[src/rtl/mis_pkg.sv]
// Shared constants and FSM encoding for the minimum-mismatch element selector.
package mis_pkg;

  localparam int N_ELEM = 18;
  localparam int SFM_W  = 7;
  localparam int CODE_W = 5;

  // Requests above this many elements saturate to the full array.
  localparam logic [CODE_W-1:0] CODE_CLAMP = CODE_W'(N_ELEM);

  typedef enum logic [1:0] {
    IDLE = 2'd0,
    SEL  = 2'd1,
    DONE = 2'd2
  } state_t;

endpackage

[src/rtl/mis_argmax18.sv]
// Combinational argmax over unmasked elements; a binary comparator tree
// where the lower-index side wins on equal values.
module mis_argmax18
  import mis_pkg::*;
#(
  parameter int N = N_ELEM,
  parameter int W = SFM_W
) (
  input  logic [N*W-1:0] values,
  input  logic [N-1:0]   mask,
  output logic [4:0]     index,
  output logic [N-1:0]   onehot,
  output logic           found
);

  localparam int LEAVES = 1 << $clog2(N);

  logic [W-1:0] node_val [1:2*LEAVES-1];
  logic [4:0]   node_idx [1:2*LEAVES-1];
  logic         node_ok  [1:2*LEAVES-1];

  always_comb begin
    for (int k = 1; k < 2*LEAVES; k++) begin
      node_val[k] = '0;
      node_idx[k] = '0;
      node_ok[k]  = 1'b0;
    end
    for (int i = 0; i < N; i++) begin
      node_val[LEAVES+i] = values[W*i +: W];
      node_idx[LEAVES+i] = 5'(i);
      node_ok[LEAVES+i]  = !mask[i];
    end
    // Right child holds higher indices, so it only wins on a strict greater-than.
    for (int k = LEAVES - 1; k >= 1; k--) begin
      if (node_ok[2*k+1] && (!node_ok[2*k] || node_val[2*k+1] > node_val[2*k])) begin
        node_val[k] = node_val[2*k+1];
        node_idx[k] = node_idx[2*k+1];
        node_ok[k]  = 1'b1;
      end else begin
        node_val[k] = node_val[2*k];
        node_idx[k] = node_idx[2*k];
        node_ok[k]  = node_ok[2*k];
      end
    end
    index = node_idx[1];
    found = node_ok[1];
    onehot = '0;
    for (int i = 0; i < N; i++) begin
      onehot[i] = found && (index == 5'(i));
    end
  end

endmodule

[src/rtl/mis_vq18_selector.sv]
// Picks `code` unit DAC elements, one per cycle, in descending shaping-filter
// order, then publishes the selection vector with a one-cycle valid pulse.
module mis_vq18_selector #(
  parameter int N_ELEM = mis_pkg::N_ELEM,
  parameter int SFM_W  = mis_pkg::SFM_W
) (
  input  logic                    clk,
  input  logic                    rst,
  input  logic [4:0]              code,
  input  logic [N_ELEM*SFM_W-1:0] sfm,
  input  logic                    in_valid,
  output logic                    in_ready,
  output logic [N_ELEM-1:0]       sv,
  output logic                    out_valid,
  output logic                    code_sat
);

  import mis_pkg::*;

  localparam logic [4:0] LIMIT = 5'(N_ELEM);

  state_t                    state, state_next;
  logic [N_ELEM*SFM_W-1:0]   sfm_q, sfm_next;
  logic [N_ELEM-1:0]         mask, mask_next, sv_next, win_onehot;
  logic [4:0]                remaining, rem_next, code_clamped, unused_win_index;
  logic                      sat_next, win_found;

  assign code_clamped = (code > LIMIT) ? LIMIT : code;
  assign in_ready     = (state == IDLE);

  mis_argmax18 #(
    .N (N_ELEM),
    .W (SFM_W)
  ) u_argmax (
    .values (sfm_q),
    .mask   (mask),
    .index  (unused_win_index),
    .onehot (win_onehot),
    .found  (win_found)
  );

  always_comb begin
    state_next = state;
    sfm_next   = sfm_q;
    mask_next  = mask;
    rem_next   = remaining;
    sat_next   = code_sat;
    case (state)
      IDLE: begin
        if (in_valid) begin
          sfm_next   = sfm;
          mask_next  = '0;
          rem_next   = code_clamped;
          sat_next   = (code > LIMIT);
          state_next = (code_clamped == 5'd0) ? DONE : SEL;
        end
      end
      SEL: begin
        if (win_found) begin
          mask_next = mask | win_onehot;
        end
        rem_next = (remaining == 5'd0) ? 5'd0 : remaining - 5'd1;
        if (remaining <= 5'd1) begin
          state_next = DONE;
        end
      end
      DONE: state_next = IDLE;
      default: state_next = IDLE;
    endcase
    // sv captures the mask as it will be after this edge, including the final pick.
    sv_next = (state_next == DONE) ? mask_next : sv;
  end

  always_ff @(posedge clk) begin
    if (rst) begin
      state     <= IDLE;
      sfm_q     <= '0;
      mask      <= '0;
      remaining <= '0;
      sv        <= '0;
      out_valid <= 1'b0;
      code_sat  <= 1'b0;
    end else begin
      state     <= state_next;
      sfm_q     <= sfm_next;
      mask      <= mask_next;
      remaining <= rem_next;
      sv        <= sv_next;
      out_valid <= (state_next == DONE);
      code_sat  <= sat_next;
    end
  end

endmodule

[config.mk]
export PLATFORM = sky130hd
export DESIGN_NAME = mis_vq18_selector
export DESIGN_NICKNAME = d
export VERILOG_FILES = /design/src/rtl/mis_pkg.sv /design/src/rtl/mis_argmax18.sv /design/src/rtl/mis_vq18_selector.sv
export SDC_FILE = /design/constraint.sdc
export NUM_CORES = 1
export LEC_CHECK = 0
export CAP_MARGIN = 40
export CORE_MARGIN = 1.5
export CORE_UTILIZATION = 50
export DETAILED_ROUTE_END_ITERATION = 16
export GPL_ROUTABILITY_DRIVEN = 0
export GPL_TIMING_DRIVEN = 0
export PLACE_DENSITY = 0.83
export SYNTH_ARGS = -nofsm -noshare
export SYNTH_HDL_FRONTEND = slang
export SYNTH_HIERARCHICAL = 1
export SYNTH_SLANG_ARGS = --single-unit
export TNS_END_PERCENT = 1
[constraint.sdc]
create_clock -name clk -period 9.1 [get_ports clk]
set_input_delay 2.275 -clock clk [delete_from_list [all_inputs] [get_ports clk]]
set_output_delay 2.275 -clock clk [all_outputs]
set_load 0.05 [all_outputs]
# After elaboration in Yosys (flattened, before gate mapping)
# Cells that the tools add are included.
[word_totals]
word_cells = 194
register_bits = 171
inputBits = 134
out_inout_bits = 21
[op_classes]
magnitude_cmp = 19
n_mux = 61
bitwise = 1
eq_ne = 20
n_reduce_logical = 85
add_sub_neg = 1
[op_table]
columns = ["operator", "n"]
rows = [
  ["7-bit > comparator", 17],
  ["7-bit two-way mux", 16],
  ["5-bit two-way mux", 11],
  ["5-bit by 4-bit equality test with 1-bit output, second input constant", 8],
  ["18-bit two-way mux", 2],
  ["18-bit one-hot mux with 2 select lines", 1],
  ["1-bit logical AND", 35],
  ["1-bit logical NOT", 26],
  ["1-bit two-way mux", 26],
  ["5-bit by 3-bit equality test with 1-bit output, second input constant", 4],
  ["18-bit OR", 1],
  ["1-bit logical OR", 17],
  ["5-bit logical NOT", 3],
  ["5-bit by 2-bit equality test with 1-bit output, second input constant", 2],
  ["5-bit equality test, second input constant", 2],
  ["5-bit one-hot mux with 2 select lines", 1],
  ["2-bit two-way mux", 3],
  ["5-bit by 1-bit equality test with 1-bit output, second input constant", 1],
  ["5-bit > comparator, second input constant", 1],
  ["5-bit by 1-bit less-or-equal comparator with 1-bit output, second input constant", 1],
  ["5-bit by 1-bit subtractor with 5-bit output, second input constant", 1],
  ["2-bit one-hot mux with 2 select lines", 1],
  ["2-bit AND reduction", 2],
  ["2-bit by 1-bit equality test with 1-bit output, second input constant", 1],
  ["4 further kinds", 4],
]

# Longest topological paths before layout
[depth]
word_depth = 25
mapped_depth = 43
ltp_nobuf = 39

# Modules after synthesis
# Netlist, hierarchy kept.
[by_module_without_submodules]
columns = ["module", "n_inst", "area_each_um2", "seq_area_each_um2", "cells_per_inst"]
rows = [
  ["mis_vq18_selector", 1, 6148.4, 3423.3, 745],
  ["mis_argmax18", 1, 4804.6, 0.0, 626],
]

# Worst setup path before layout
# No wires, ideal clock.
[synth_path]
path_type = "reg2reg"
start = "register sfm_q[18]"
end = "register sv[3]"
path_slack_ns = 0.596
setup_time_ns = 0.072
t_required_ns = 9.028
period_less_slack_ns = 8.504
n_path_buf = 4
stages_incl_launch_ff = 43
t_arrival_ns = 8.432
path_cell_list = "dfxtp_1 > inv_1 > ha_1 > a211oi_1 > o21ai_0 > o21bai_1 > buf_2 > mux2i_1 > inv_1 > ha_1 > a221oi_1 > o21ai_0 > o21ai_2 > mux2i_1 > inv_1 > ha_1 > nor2b_1 > o211ai_1 > (+7 left out) > nor4_2 > nand2b_1 > clkbuf_1 > nand2_1 > o22a_1 > o21ai_0 > ha_1 > a211oi_1 > o21bai_1 > o22a_1 > o21ai_0 > inv_1 > a21o_1 > clkbuf_1 > nor4b_1 > a21oi_1 > or3_1 > mux2i_1"
[synth_via]
elab_chain_len = 25
elab_cells_between_ends = 37
cone_classes = "5 x order compare; 1 x eq/ne; 16 x mux; 1 x bitwise; 14 x reduce/logical"
[synth_lines]
columns = ["item", "line_no", "source"]
rows = [
  ["from (decl)", "mis_vq18_selector.sv:23", "logic [N_ELEM*SFM_W-1:0] sfm_q, sfm_next;"],
  ["from (signal assigned)", "mis_vq18_selector.sv:85", "sfm_q <= sfm_next;"],
  ["7-bit > comparator", "mis_argmax18.sv:35", "if (node_ok[2*k+1] && (!node_ok[2*k] || node_val[2*k+1] > node_val[2*k])) begin"],
  ["1-bit logical OR", "mis_argmax18.sv:35", ""],
  ["1-bit logical AND", "mis_argmax18.sv:35", ""],
  ["7-bit two-way mux", "mis_argmax18.sv:35", ""],
  ["7-bit > comparator", "mis_argmax18.sv:35", ""],
  ["1-bit logical OR", "mis_argmax18.sv:35", ""],
  ["1-bit logical AND", "mis_argmax18.sv:35", ""],
  ["7-bit two-way mux or 1-bit two-way mux (tied branches)", "mis_argmax18.sv:35", ""],
  ["(+11 left out)", "-", ""],
  ["5-bit two-way mux *", "mis_argmax18.sv:35", ""],
  ["net unused_win_index[4]", "mis_vq18_selector.sv:25", "logic [4:0] remaining, rem_next, code_clamped, unused_win_index;"],
  ["5-bit by 2-bit equality test with 1-bit output *", "mis_argmax18.sv:49", "onehot[i] = found && (index == 5'(i));"],
  ["1-bit logical AND *", "mis_argmax18.sv:49", ""],
  ["net win_onehot[3]", "mis_vq18_selector.sv:24", "logic [N_ELEM-1:0] mask, mask_next, sv_next, win_onehot;"],
  ["18-bit OR *", "mis_vq18_selector.sv:60", "mask_next = mask | win_onehot;"],
  ["18-bit two-way mux *", "mis_vq18_selector.sv:59", "if (win_found) begin"],
  ["18-bit one-hot mux with 2 select lines *", "mis_vq18_selector.sv:48", "case (state)"],
  ["to (signal assigned)", "mis_vq18_selector.sv:88", "sv <= sv_next;"],
  ["to (decl)", "mis_vq18_selector.sv:13", "output logic [N_ELEM-1:0] sv,"],
]
# Mark *: on every way through the listed nets, which the timed path passes. The rest lies on a longest branch.
# A chain may end at the register's enable or synchronous reset.

# Worst setup path in the final report
# Ends and elaborated chain as after synthesis.

==> impl_metrics.json <==
{
  "required_ns": 9.46,
  "worst_pin_slew_ns": 0.9431,
  "crit_fanout": 9,
  "setup_violations": 0,
  "ctsRootBufferMaster": "clkbuf_16",
  "period_share_pct": 98.87,
  "critPathMostFrequentCell": "ha_1",
  "grt_pass1_wl_mm": 47.16,
  "fin_skew_ns": 0.008585,
  "num_rows": 53,
  "min-delay-start": "sfm_q[119]",
  "cts_htree_levels": 4,
  "grt_pass1_vias": 10030,
  "final-seq-area_um2": 3428,
  "startpoint": "sfm_q[18]",
  "wl_mm": 30.20,
  "grt_max_degree": 17,
  "die-width_um": 150.9,
  "r2r_start": "sfm_q[18]",
  "fp.dieArea_um2": 22770,
  "cts_tree": "built",
  "total_power_uw": 6414,
  "startpoint_type": "register",
  "max-slew-margin-rel_pct": 36.61,
  "drt_pass1_iterations": 5,
  "route.met3.wl_mm": 1.621,
  "ir_drop_v": 0.0006043,
  "worstSetupEndpointType": "register",
  "area_growth_pct": 29.19,
  "arrival_ns": 9.36,
  "route.detailed.drc": 0,
  "die_y_um": 150.9,
  "cts_buffers": 17,
  "mostFrequentLayoutCell": "nand2_1",
  "clock_latency_ns": 0.43,
  "clock_path_buffers": 2,
  "syn_inst": 1367,
  "layout-drive-gt1-share_pct": 12.32,
  "topRoutingLayerUsed": "met4",
  "cellPowerDensity_nw_per_um2": 454.0,
  "dr_wl_met2_mm": 15.00,
  "maxCapViolCount": 0,
  "nets": 1826,
  "final.setup.worst_slack_ns": 0.1027,
  "pre_cts_ws_ns": -0.9232,
  "hold_buffers": 0,
  "clk_pin_slew_ns": 0.07,
  "first_iter_violations": 595,
  "portBuffers": 153,
  "maxSlewViolCount": 0,
  "syn_area_per_cell_um2": 8.000,
  "io_pins": 155,
  "synth_area_um2": 10940,
  "wl_per_cell_um": 16.24,
  "wl_met1_mm": 12.54,
  "start_util_pct": 51.53,
  "dp_hpwl_mm": 22.13,
  "layout_common_cells": "nand2_1, a21oi_1, dfxtp_1, clkdlybuf4s50_1, inv_1",
  "setup_tns_ns": 0,
  "hold_class": "register to register",
  "finalCriticalPeriod_ns": 8.997,
  "track_usage_pct": 26.07,
  "fmax_mhz": 111.1,
  "ys_warn_count": 6,
  "criticalPathCategory": "register to register",
  "core_um2": 21220,
  "cts.sinks": 171,
  "hold_violations": 0,
  "status": "complete, no violations",
  "cp_slowest_cell": "o31ai_2",
  "dr_total_vias": 10360,
  "antenna_found_initial": 1,
  "syn_nets": 1623,
  "p_leak_uw": 0.005973,
  "via_per_inst": 5.575,
  "overflow": 0,
  "ant_nets": 0,
  "critPathMaxStageDelay_ns": 0.40,
  "num-fill-cells": 1664,
  "multi_input_area_um2": 7111
}
==> where the power goes <==
group,total [µW],leakage (µW),internal [µW],switching [µW]
Clock,738,0.000285,422,315
Combinational,4780,0.00429,2150,2630
Sequential,897,0.00140,820,76.7
==> layer usage <==
layer  vias to the layer above  track usage, %
li1                       5119               -
met1                      4831           31.15
met2                       336           46.14
met3                        77           3.795
met4                         0           11.70
met5                         -               0
==> stage by stage <==
| step | hold slack (ns) | utilization, % | std cells | cell area, µm² |
|---|---|---|---|---|
| after CTS | 0.4663 | 64.04 | 1841 | 13590 |
| after global routing | 0.4900 | 66.57 | 1859 | 14130 |
| after detailed placement | 0.4561 | 60.39 | 1796 | 12820 |
| final | 0.4633 | 66.57 | 1859 | 14130 |
| after global placement | 0.4484 | 60.37 | 1795 | 12810 |
| after floorplan | 0.4363 | - | 1367 | 10940 |
==> cell type report <==
cell class	count	area share, %
Tap cell	275	2.436
Clock buffer	20	3.233
Clock inverter	12	0.9831
Inverter	134	3.560
Buffer	66	2.639
Sequential cell	171	24.27
Timing Repair Buffer	185	12.53
Antenna cell	1	0.01771
Multi-Input combinational cell	995	50.33
==> critical path: cells and delay by family (launching register included) <==
kind	cells	cell delay (ns)
AOI/OAI and AO/OA	16	2.97
and+or+nand+nor	9	1.85
adders and majority gates	5	1.54
buffers and inverters	9	1.21
muxes	4	0.98
DFF	1	0.35
==> state kept, by name, indices dropped and copies added (netlist names) <==
register and count:
code_sat 1, out_valid 1, state 2, sv 18
mask 18, remaining 5, sfm_q 126
==> repair_timing <==
action	CTS	global route
resized for setup	21	94
cloned	0	1
pin swaps	4	11
buffers inserted	13	17
setup endpoints to repair	34	36
==> path summary, 6_finish.rpt <==
path / endpoint / slack (ns) / cells past startpoint
setup / recovery: sv[3] / 0.10 / 43
setup reg to reg: sv[3] / 0.10 / 43
hold / removal: sfm_q[119] / 0.46 / 2
hold reg to reg: sfm_q[119] / 0.46 / 2
Power figures use the tool's default switching activity.
